**src/rtl/instr_arb_pkg.sv**
```systemverilog
// Shared types and default sizes for the instruction-fetch arbiter slice.
package instr_arb_pkg;

  typedef enum logic {
    SRC_CORE   = 1'b0,
    SRC_LOADER = 1'b1
  } src_id_t;

  typedef enum logic {
    LOCK_OPEN = 1'b0,
    LOCK_HELD = 1'b1
  } lock_state_t;

  localparam int DEF_ADDR_W  = 32;
  localparam int DEF_DATA_W  = 32;
  localparam int DEF_MAX_OUT = 4;

endpackage

```
**src/rtl/instr_fetch_arbiter_if.sv**
```systemverilog
// Valid/ready request + valid-only in-order response bus between a requester and a memory port.
interface instr_fetch_arbiter_if
  import instr_arb_pkg::*;
#(
  parameter int ADDR_W = DEF_ADDR_W,
  parameter int DATA_W = DEF_DATA_W
);
  logic              req_valid;
  logic              req_ready;
  logic [ADDR_W-1:0] req_addr;
  logic              rsp_valid;
  logic [DATA_W-1:0] rsp_data;

  modport master (
    output req_valid, req_addr,
    input  req_ready, rsp_valid, rsp_data
  );

  modport slave (
    input  req_valid, req_addr,
    output req_ready, rsp_valid, rsp_data
  );
endinterface

```
**src/rtl/instr_arb_id_fifo.sv**
```systemverilog
// FIFO of source IDs for outstanding requests; head is visible combinationally for response routing.
module instr_arb_id_fifo
  import instr_arb_pkg::*;
#(
  parameter int DEPTH = DEF_MAX_OUT
) (
  input  logic                   clk,
  input  logic                   reset,
  input  logic                   push,
  input  logic                   pop,
  input  src_id_t                din,
  output src_id_t                head,
  output logic                   empty,
  output logic                   full,
  output logic [$clog2(DEPTH):0] count
);
  localparam int PTR_W = $clog2(DEPTH);
  localparam logic [PTR_W:0] FULL_CNT = DEPTH[PTR_W:0];

  src_id_t          r_mem [DEPTH];
  logic [PTR_W-1:0] r_wr_ptr;
  logic [PTR_W-1:0] r_rd_ptr;
  logic [PTR_W:0]   r_count;
  logic             w_push;
  logic             w_pop;

  // Full only blocks the write side, so a pop alongside a rejected push still drains.
  assign w_push = push && !full;
  assign w_pop  = pop && !empty;

  always_ff @(posedge clk) begin
    if (!reset) begin
      r_wr_ptr <= '0;
      r_rd_ptr <= '0;
      r_count  <= '0;
    end else begin
      if (w_push) r_wr_ptr <= r_wr_ptr + 1'b1;
      if (w_pop)  r_rd_ptr <= r_rd_ptr + 1'b1;
      case ({w_push, w_pop})
        2'b10:   r_count <= r_count + 1'b1;
        2'b01:   r_count <= r_count - 1'b1;
        default: r_count <= r_count;
      endcase
    end
  end

  always_ff @(posedge clk) begin
    if (w_push) r_mem[r_wr_ptr] <= din;
  end

  assign head  = r_mem[r_rd_ptr];
  assign empty = (r_count == '0);
  assign full  = (r_count == FULL_CNT);
  assign count = r_count;
endmodule

```
**src/rtl/instr_fetch_arbiter.sv**
```systemverilog
// Round-robin arbiter sharing one instruction-memory port between the core fetch port (m0)
// and the loader (m1); a source-ID FIFO routes in-order responses back to their issuer.
module instr_fetch_arbiter
  import instr_arb_pkg::*;
#(
  parameter int ADDR_W  = DEF_ADDR_W,
  parameter int DATA_W  = DEF_DATA_W,
  parameter int MAX_OUT = DEF_MAX_OUT
) (
  input  logic                  clk,
  input  logic                  reset,
  instr_fetch_arbiter_if.slave  m0,
  instr_fetch_arbiter_if.slave  m1,
  instr_fetch_arbiter_if.master s,
  output logic                  rsp_err
);
  lock_state_t               r_lock;
  src_id_t                   r_lock_src;
  src_id_t                   r_last_src;
  logic                      r_rsp_err;

  src_id_t                   w_grant;
  logic                      w_grant_valid;
  logic [ADDR_W-1:0]         w_grant_addr;
  logic [DATA_W-1:0]         w_rsp_data;
  logic                      w_full;
  logic                      w_empty;
  src_id_t                   w_head;
  logic                      w_accept;
  logic                      w_pop;
  logic [$clog2(MAX_OUT):0]  w_unused_count;

  // A stalled request keeps its grant; otherwise the master that did not go last wins a tie.
  always_comb begin
    w_grant = (r_last_src == SRC_CORE) ? SRC_LOADER : SRC_CORE;
    if (r_lock == LOCK_HELD)
      w_grant = r_lock_src;
    else if (m0.req_valid && !m1.req_valid)
      w_grant = SRC_CORE;
    else if (m1.req_valid && !m0.req_valid)
      w_grant = SRC_LOADER;
  end

  assign w_grant_valid = (w_grant == SRC_CORE) ? m0.req_valid : m1.req_valid;
  assign w_grant_addr  = (w_grant == SRC_CORE) ? m0.req_addr  : m1.req_addr;

  assign s.req_valid  = w_grant_valid && !w_full;
  assign s.req_addr   = w_grant_addr;
  assign m0.req_ready = (w_grant == SRC_CORE)   && s.req_ready && !w_full;
  assign m1.req_ready = (w_grant == SRC_LOADER) && s.req_ready && !w_full;

  assign w_accept = s.req_valid && s.req_ready;
  assign w_pop    = s.rsp_valid && !w_empty;

  assign w_rsp_data   = s.rsp_data;
  assign m0.rsp_valid = w_pop && (w_head == SRC_CORE);
  assign m1.rsp_valid = w_pop && (w_head == SRC_LOADER);
  assign m0.rsp_data  = w_rsp_data;
  assign m1.rsp_data  = w_rsp_data;
  assign rsp_err      = r_rsp_err;

  always_ff @(posedge clk) begin
    if (!reset) begin
      r_lock     <= LOCK_OPEN;
      r_lock_src <= SRC_CORE;
      r_last_src <= SRC_LOADER;
      r_rsp_err  <= 1'b0;
    end else begin
      if (w_accept) begin
        r_lock     <= LOCK_OPEN;
        r_last_src <= w_grant;
      end else if (s.req_valid) begin
        r_lock     <= LOCK_HELD;
        r_lock_src <= w_grant;
      end
      // A response with nothing outstanding is dropped and flagged until reset.
      if (s.rsp_valid && w_empty) r_rsp_err <= 1'b1;
    end
  end

  instr_arb_id_fifo #(
    .DEPTH (MAX_OUT)
  ) u_id_fifo (
    .clk   (clk),
    .reset (reset),
    .push  (w_accept),
    .pop   (w_pop),
    .din   (w_grant),
    .head  (w_head),
    .empty (w_empty),
    .full  (w_full),
    .count (w_unused_count)
  );
endmodule

```
**src/flat_wrapper.sv**
```systemverilog
// flat-port wrapper written by rule: the top's interface ports become plain ports
module instr_fetch_arbiter_flat import instr_arb_pkg::*;
#(
  parameter int ADDR_W  = DEF_ADDR_W,
  parameter int DATA_W  = DEF_DATA_W,
  parameter int MAX_OUT = DEF_MAX_OUT
)
  (clk, reset, rsp_err, m0_req_valid, m0_req_addr, m0_req_ready, m0_rsp_valid, m0_rsp_data, m1_req_valid, m1_req_addr, m1_req_ready, m1_rsp_valid, m1_rsp_data, s_req_valid, s_req_addr, s_req_ready, s_rsp_valid, s_rsp_data);
  instr_fetch_arbiter_if #(.ADDR_W(ADDR_W), .DATA_W(DATA_W)) m0_i ();
  instr_fetch_arbiter_if #(.ADDR_W(ADDR_W), .DATA_W(DATA_W)) m1_i ();
  instr_fetch_arbiter_if #(.ADDR_W(ADDR_W), .DATA_W(DATA_W)) s_i ();
  input  logic clk;
  input  logic reset;
  output logic rsp_err;
  input wire logic [$bits(m0_i.req_valid)-1:0] m0_req_valid;
  input wire logic [$bits(m0_i.req_addr)-1:0] m0_req_addr;
  output wire logic [$bits(m0_i.req_ready)-1:0] m0_req_ready;
  output wire logic [$bits(m0_i.rsp_valid)-1:0] m0_rsp_valid;
  output wire logic [$bits(m0_i.rsp_data)-1:0] m0_rsp_data;
  input wire logic [$bits(m1_i.req_valid)-1:0] m1_req_valid;
  input wire logic [$bits(m1_i.req_addr)-1:0] m1_req_addr;
  output wire logic [$bits(m1_i.req_ready)-1:0] m1_req_ready;
  output wire logic [$bits(m1_i.rsp_valid)-1:0] m1_rsp_valid;
  output wire logic [$bits(m1_i.rsp_data)-1:0] m1_rsp_data;
  output wire logic [$bits(s_i.req_valid)-1:0] s_req_valid;
  output wire logic [$bits(s_i.req_addr)-1:0] s_req_addr;
  input wire logic [$bits(s_i.req_ready)-1:0] s_req_ready;
  input wire logic [$bits(s_i.rsp_valid)-1:0] s_rsp_valid;
  input wire logic [$bits(s_i.rsp_data)-1:0] s_rsp_data;
  assign m0_i.req_valid = m0_req_valid;
  assign m0_i.req_addr = m0_req_addr;
  assign m0_req_ready = m0_i.req_ready;
  assign m0_rsp_valid = m0_i.rsp_valid;
  assign m0_rsp_data = m0_i.rsp_data;
  assign m1_i.req_valid = m1_req_valid;
  assign m1_i.req_addr = m1_req_addr;
  assign m1_req_ready = m1_i.req_ready;
  assign m1_rsp_valid = m1_i.rsp_valid;
  assign m1_rsp_data = m1_i.rsp_data;
  assign s_req_valid = s_i.req_valid;
  assign s_req_addr = s_i.req_addr;
  assign s_i.req_ready = s_req_ready;
  assign s_i.rsp_valid = s_rsp_valid;
  assign s_i.rsp_data = s_rsp_data;
  instr_fetch_arbiter #(.ADDR_W(ADDR_W), .DATA_W(DATA_W), .MAX_OUT(MAX_OUT)) u_core (.clk(clk), .reset(reset), .m0(m0_i), .m1(m1_i), .s(s_i), .rsp_err(rsp_err));
endmodule
```
**config.mk**
```make
export PLATFORM = sky130hd
export DESIGN_NAME = instr_fetch_arbiter_flat
export DESIGN_NICKNAME = d
export VERILOG_FILES = /design/src/rtl/instr_arb_pkg.sv /design/src/rtl/instr_fetch_arbiter_if.sv /design/src/rtl/instr_arb_id_fifo.sv /design/src/rtl/instr_fetch_arbiter.sv /design/src/flat_wrapper.sv
export SDC_FILE = /design/constraint.sdc
export NUM_CORES = 1
export LEC_CHECK = 0
export ABC_AREA = 1
export CORE_MARGIN = 2
export CORE_UTILIZATION = 28
export CTS_CLUSTER_DIAMETER = 100
export DETAILED_ROUTE_END_ITERATION = 6
export PLACE_DENSITY = 0.8
export SLEW_MARGIN = 10
export SYNTH_ARGS = -nofsm -noshare
export SYNTH_HDL_FRONTEND = slang
export SYNTH_SLANG_ARGS = --single-unit
```
**constraint.sdc**
```tcl
create_clock -name clk -period 2.3 [get_ports clk]
set_input_delay 0.46 -clock clk [delete_from_list [all_inputs] [get_ports clk]]
set_output_delay 0.46 -clock clk [all_outputs]
set_load 0.01 [all_outputs]
```
======== Word level (Yosys, flattened, before mapping) ========
Memory sizes are Yosys's and may differ from the RTL's. A register that Yosys moved wholly into a read port is not among the register bits.
Cells that the tools add are included.
Widths: inputs -> output; s select.
storage, ports and cells
  register bits after elaboration ......... 11
  bits in writable memories ............... 4
  input port bits ......................... 102
  output and inout bits ................... 102
  logic and storage cells ................. 52
  memories ................................ 1
operators by class
  $add $sub $neg .......................... 4
  equality and inequality tests ........... 3
  multiplexer cells ....................... 11
  bitwise logic cells ..................... 4
  reductions and logical operators ........ 22
memories
  name                    words  bits a word  rd ports  clocked after memory_dff  write ports  RTL line                 source
  u_core.u_id_fifo.r_mem  4      1            1         1                         1            instr_arb_id_fifo.sv:20  src_id_t r_mem [DEPTH];
operator list
  kind                 count
  $mux 32              1
  $logic_and 1x1->1    14
  $mux 1               7
  $pmux 3 s2           1
  $add 2x1->2 const B  2
  $logic_not 1->1      4
  $mux 2               2
  $not 1->1            4
  $add 3x1->3 const B  1
  $eq 3x3->1 const B   1
  $logic_not 3->1      1
  $sub 3x1->3 const B  1
  $eq 2x1->1 const B   1
  $eq 2x2->1 const B   1
  $reduce_and 2->1     1
  $reduce_bool 2->1    1
  $reduce_or 2->1      1

======== Longest topological paths before layout ========
  depth after elaboration ................. 11
  mapped depth ............................ 13
  mapped depth without buffers ............ 13

======== By module ========
From an unflattened synthesis, not the netlist that was laid out.
second synthesis, totals
  cell total of the unflattened synthesis .. 289
  area total of the unflattened synthesis .. 1831.8 sq um
modules (own cells, without submodules)
  module               times used  cells each  area an instance (sq um)  seq. area each (sq um)
  instr_fetch_arbiter  1           209         1176.1                    80.1
  instr_arb_id_fifo    1           80          655.6                     300.3

======== Worst setup path after synthesis ========
OpenSTA, ideal clock, no wires.
  path type ............................... input to register
  start point ............................. input port m0_req_valid
  end point ............................... register u_core.u_id_fifo.r_count[2], in the netlist u_core.u_id_fifo.count[2]
  arrival ................................. 1938 ps
  path slack .............................. 240 ps
  cell stages on the path ................. 13
  cell sequence ........................... nor2_1 > nor2_1 > nand2_2 > nand2_4 > nand2_2 > nand4_4 > ha_1 > inv_1 > fa_1 > a21oi_1 > o21ai_0 > o21ai_0 > a21oi_1
between the ends
  cells in the longest elaborated chain, start to end .. 11
  elaborated cells on any way between the ends .. 14
  classes of those cells .................. 2 x eq/ne; 5 x mux; 7 x reduce/logical
RTL lines
  what                                             RTL line                   source
  start: declaration                               flat_wrapper.sv:15         input wire logic [$bits(m0_i.req_valid)-1:0] m0_req_valid;
  $logic_not 1->1                                  instr_fetch_arbiter.sv:40  else if (m1.req_valid && !m0.req_valid)
  $logic_and 1x1->1                                instr_fetch_arbiter.sv:40
  $mux 1                                           instr_fetch_arbiter.sv:40
  $mux 1                                           instr_fetch_arbiter.sv:38  else if (m0.req_valid && !m1.req_valid)
  $mux 1                                           instr_fetch_arbiter.sv:36  if (r_lock == LOCK_HELD)
  $mux 1 (*)                                       instr_fetch_arbiter.sv:44  assign w_grant_valid = (w_grant == SRC_CORE) ? m0.req_valid : m1.req_valid;
  $logic_and 1x1->1 (*)                            instr_fetch_arbiter.sv:47  assign s.req_valid = w_grant_valid && !w_full;
  $logic_and 1x1->1 (*)                            instr_fetch_arbiter.sv:52  assign w_accept = s.req_valid && s.req_ready;
  $logic_and 1x1->1 (*)                            instr_arb_id_fifo.sv:28    assign w_push = push && !full;
  $eq 2x1->1 or $eq 2x2->1 (tied branches)         instr_arb_id_fifo.sv:39    case ({w_push, w_pop})
  $pmux 3 s2 or $reduce_bool 2->1 (tied branches)  --
  end signal: assignment                           instr_arb_id_fifo.sv:40    2'b10: r_count <= r_count + 1'b1;
  end signal: assignment                           instr_arb_id_fifo.sv:41    2'b01: r_count <= r_count - 1'b1;
  end signal: assignment                           instr_arb_id_fifo.sv:42    default: r_count <= r_count;
  end: declaration                                 instr_arb_id_fifo.sv:23    logic [PTR_W:0] r_count;
Mark *: on every way between the ends. The rest lies on a longest branch, timed or not.
A chain may end at the register's enable or synchronous reset.

======== Final worst setup path ========
  start point ............................. input port s_rsp_valid
  end point ............................... output port m1_rsp_valid
between the ends
  cells in the longest elaborated chain, start to end .. 2
RTL lines
  what                RTL line                   source
  start: declaration  flat_wrapper.sv:28         input wire logic [$bits(s_i.rsp_valid)-1:0] s_rsp_valid;
  $logic_and 1x1->1   instr_fetch_arbiter.sv:53  assign w_pop = s.rsp_valid && !w_empty;
  $logic_and 1x1->1   instr_fetch_arbiter.sv:57  assign m1.rsp_valid = w_pop && (w_head == SRC_LOADER);
  end: declaration    flat_wrapper.sv:23         output wire logic [$bits(m1_i.rsp_valid)-1:0] m1_rsp_valid;
No other way between the ends.

==> impl_summary.md <==
CTS
The number of sinks driven by the clock tree is 17. Buffers inserted to repair hold after CTS numbered 0. The clock-pin slew of the registers on the worst-case setup and hold paths is 0.07 ns. The buffer levels on the longest clock path is 2.

At the later pin of the worst-skew pair, clock insertion delay measures 0.25 ns. The number of clock buffers added by TritonCTS is 3. TritonCTS built the clock tree. The maximum level of the CTS H-tree is 1. The tree is rooted in a sky130_fd_sc_hd__clkbuf_8.

Min path
The worst hold path terminates at u_core.r_last_src$_SDFFE_PN1P_. The worst hold-check path type is register to register. The worst hold path was traced through 2 stages. The startpoint identified for the worst hold timing path is u_core.r_last_src$_SDFFE_PN1P_.

Yosys
The commonest cells after synthesis are 113 x sky130_fd_sc_hd__nand2_1, 64 x sky130_fd_sc_hd__buf_4, 22 x sky130_fd_sc_hd__inv_1. The count of flip-flops with a built-in enable after synthesis is 4. The number of standard cells after synthesis is 278. sky130_fd_sc_hd__nand2_1 is the most common cell in the netlist. After synthesis, the share of flip-flops with an asynchronous set or reset is 0%. Counting flops and latches in the post-synthesis netlist gives 17.

Yosys mapped the design onto 24 distinct sky130hd cell types. The main flop type after synthesis is sky130_fd_sc_hd__dfxtp_1. The share of Yosys cell area claimed by the top area cell type is 27.4%. Synthesis produced a netlist with a net count of 386.

In this run the cell area of the synthesized design comes to 0.00176 sq mm. The biggest area contributor in the post-synthesis netlist is sky130_fd_sc_hd__buf_4. The part of the Yosys area used for sequential elements is 21.7%. The synthesis warning total is 0. The post-synthesis average cell area is 6.32 sq um.

By area the synthesized netlist is led by sky130_fd_sc_hd__buf_4 27%, sky130_fd_sc_hd__nand2_1 24%, sky130_fd_sc_hd__dfxtp_1 15%.

Worst setup path
The kind of start point of the critical path is a primary input. The startpoint identified for the worst register-to-register timing path is u_core.r_last_src$_SDFFE_PN1P_. Walking the worst path, the cells encountered are clkdlybuf4s50_1 > inv_1 > a31oi_2 > buf_4 > inv_1 > nor2_1 > dlygate4sd2_1. Of all nets on the critical path, the largest fanout is 6. The critical path data required time is 1.84 ns.

The number of cell instances on the worst register-to-register path is 15. The slowest library cell on the worst path is sky130_fd_sc_hd__clkdlybuf4s50_1. In this run the register-to-register setup slack is 0.16 ns. The worst setup path is captured at an output pin. The largest single stage delay on the critical path is 0.45 ns. The most numerous cell type found on the critical path is sky130_fd_sc_hd__inv_1.

The worst register-to-register path ends at u_core.u_id_fifo.count[2]$_SDFFE_PN0P_. The path type of the worst setup path is primary input to output pin. The data arrival time of the critical path is 1.71 ns.

GRT
In this run the most used layer during global routing was met2. The met2 track demand over resource in global routing is 23.8%. The number of global-route vias before repair came to 1756. The met3 usage is 2.68%. The global routing usage on met1 is 15.7%. The wire length of the first global-routing pass is 7890 microns. In the global route stage, overall resource usage came out at 13.6%.

The maximum number of pins on one net before global-route repair is 15. The number of antenna violations at the first check in global routing is 0. The global-route congestion overflow total is 0.

Detailed routing
Wires add up to 4870 microns. In the final routed layout, each cell accounts on average for 11.7 microns. The detail route stage leaves a number of antenna-violating nets equal to 0. For this run, the detailed router's first-pass iteration total came to 4. The post-route DRC violation count is 0. The number of violations reported at the end of detailed-routing iteration 0 is 62.

Using the TritonRoute via totals, the vias-per-cell ratio works out to 4.22. The routed layout has 1753 vias.

Finish
Summing all flip-flop and latch instances after layout gives 382 sq um. Cells with a size suffix above 1 make up 15.0% of the layout. Cells fill 44.3% of the core in the end. After filler insertion, the fill cell instance count of the layout stands at 590. The total non-filler cell area in the finished layout is 0.00265 sq mm. Summing all multi-input logic gate instances after layout gives 786 sq um. The post-layout net count is 449. The repair_antennas step left the layout with diodes totalling 0. The area growth from synthesis to layout is 51.0%.

Power
The maximum vdd drop is 0.444 mV. The power density of the placed cells is 883 mW/mm^2. The leakage component of the power is 1.31 nW.

Timing
The count of endpoints failing hold in the final timing report is 0. The setup-violating endpoint count in the final report is 0. The final sum of negative setup slack is 0 ns. In the post-route analysis, the smallest setup slack over all paths is 0.126 ns. After layout, the worst path uses 94.5% of the clock period. The final worst clock skew is 0.00362 ns. The number of max-slew violations in the final report was 0.

The maximum frequency from static timing analysis is 0.460 GHz. On the final layout, the worst hold slack is 0.463 ns. The slew at the pin with the worst max-slew slack is 0.347 ns. The tightest slew margin relative to the limit is 76.8%.

The worst path needs 2.17 ns of the cycle, external delays included.

Place
The wire-length estimate of the detail-placed layout is 3740 microns. The congestion estimate from routability-driven global placement came to 0.809. The placed instances occupy a cell area of 0.00254 sq mm. Before CTS, the worst setup slack after placement is -0.349 ns. The count of buffers added on input and output ports is 107.

Floorplanning
Once the floorplan was initialized, standard cells occupied 29.3% of the core. Measured along the x axis, the die boundary spans 83.2 microns. The area of the core is 0.00599 sq mm.

204 I/O pins were placed. The floorplan die area is 0.00692 sq mm. The die is 83.2 microns tall. The total number of placement rows is 28.

Run status
The flow ran to the end, and the final reports show no timing, DRC or antenna violations.

Flow run
The number of max-capacitance violations reported is 0.
==> cell usage in the layout, fill, tap and decap left out, types with 8 or more instances in the layout <==
master,n
sky130_fd_sc_hd__a21oi_1,9
sky130_fd_sc_hd__dlygate4sd2_1,14
sky130_fd_sc_hd__buf_4,16
sky130_fd_sc_hd__clkdlybuf4s15_1,15
sky130_fd_sc_hd__nand2_1,113
sky130_fd_sc_hd__buf_2,8
sky130_fd_sc_hd__clkdlybuf4s50_1,69
sky130_fd_sc_hd__inv_1,21
sky130_fd_sc_hd__nor2_1,16
sky130_fd_sc_hd__dfxtp_1,12
==> report_power, final <==
| part | switching [W] | internal (W) | leakage (nW) |
|---|---|---|---|
| clock | 0.000102 | 0.000120 | 0.0255 |
| sequential | 0.0000536 | 0.000393 | 0.143 |
| combinational | 0.000811 | 0.000861 | 1.15 |
| total | 0.000967 | 0.00137 | 1.31 |
==> worst max-delay path: cells and delay by family <==
kind / cells / cell delay, ns
buffers and inverters: 5 / 1.01
AO/OA/AOI/OAI: 1 / 0.13
AND/OR/NAND/NOR: 1 / 0.12
==> cell type report <==
type                       count  share of cell area [%]
multi-input combinational    167                    29.6
tap                           75                    3.54
inverter                      23                    3.35
clock inverter                 1                   0.189
sequential                    17                    14.4
timing repair buffer         129                    47.4
clock buffer                   3                    1.56
==> metrics by stage <==
stage,std cells,power [W]
floorplan,278,0.00131
global placement,404,0.00202
detailed placement,404,0.00206
CTS,415,0.00232
global route,415,0.00254
finish,415,0.00234
==> cells by family after synthesis <==
group / count (synthesis) / synth area share [%]
simple gates: 143 / 33.5
compound gates: 18 / 5.91
fa+ha+maj: 6 / 4.70
flops: 17 / 21.7
buf+inv: 94 / 34.3
==> how the worst max path moves through the flow <==
stage | endpoint | from | cells past startpoint
after floorplan | u_core.u_id_fifo.count[2]$_SDFFE_PN0P_ | m0_req_valid | 13
after global placement | s_req_addr[0] | m0_req_valid | 9
after CTS | s_req_addr[16] | m0_req_valid | 11
final | m1_rsp_valid | s_rsp_valid | 7
after detailed placement | u_core.u_id_fifo.count[2]$_SDFFE_PN0P_ | m0_req_valid | 14
after global routing | u_core.u_id_fifo.count[2]$_SDFFE_PN0P_ | m1_req_valid | 15
==> repair_timing <==
| action | in CTS | in global routing |
|---|---|---|
| resized for setup | 72 | 18 |
| endpoints found under the setup margin | 38 | 30 |
| pin swaps | 2 | 5 |
| setup buffers | 5 | 0 |
| cloned | 2 | 0 |
==> metal layers <==
metal,vias to the layer above,share of wire [%],routed length [microns]
met2,78,48,2360
met5,-,0,0
met3,20,7.4,359
met4,0,2.6,128
li1,904,-,-
met1,751,41,2020
Note: power is estimated with default switching activity, not from simulation.
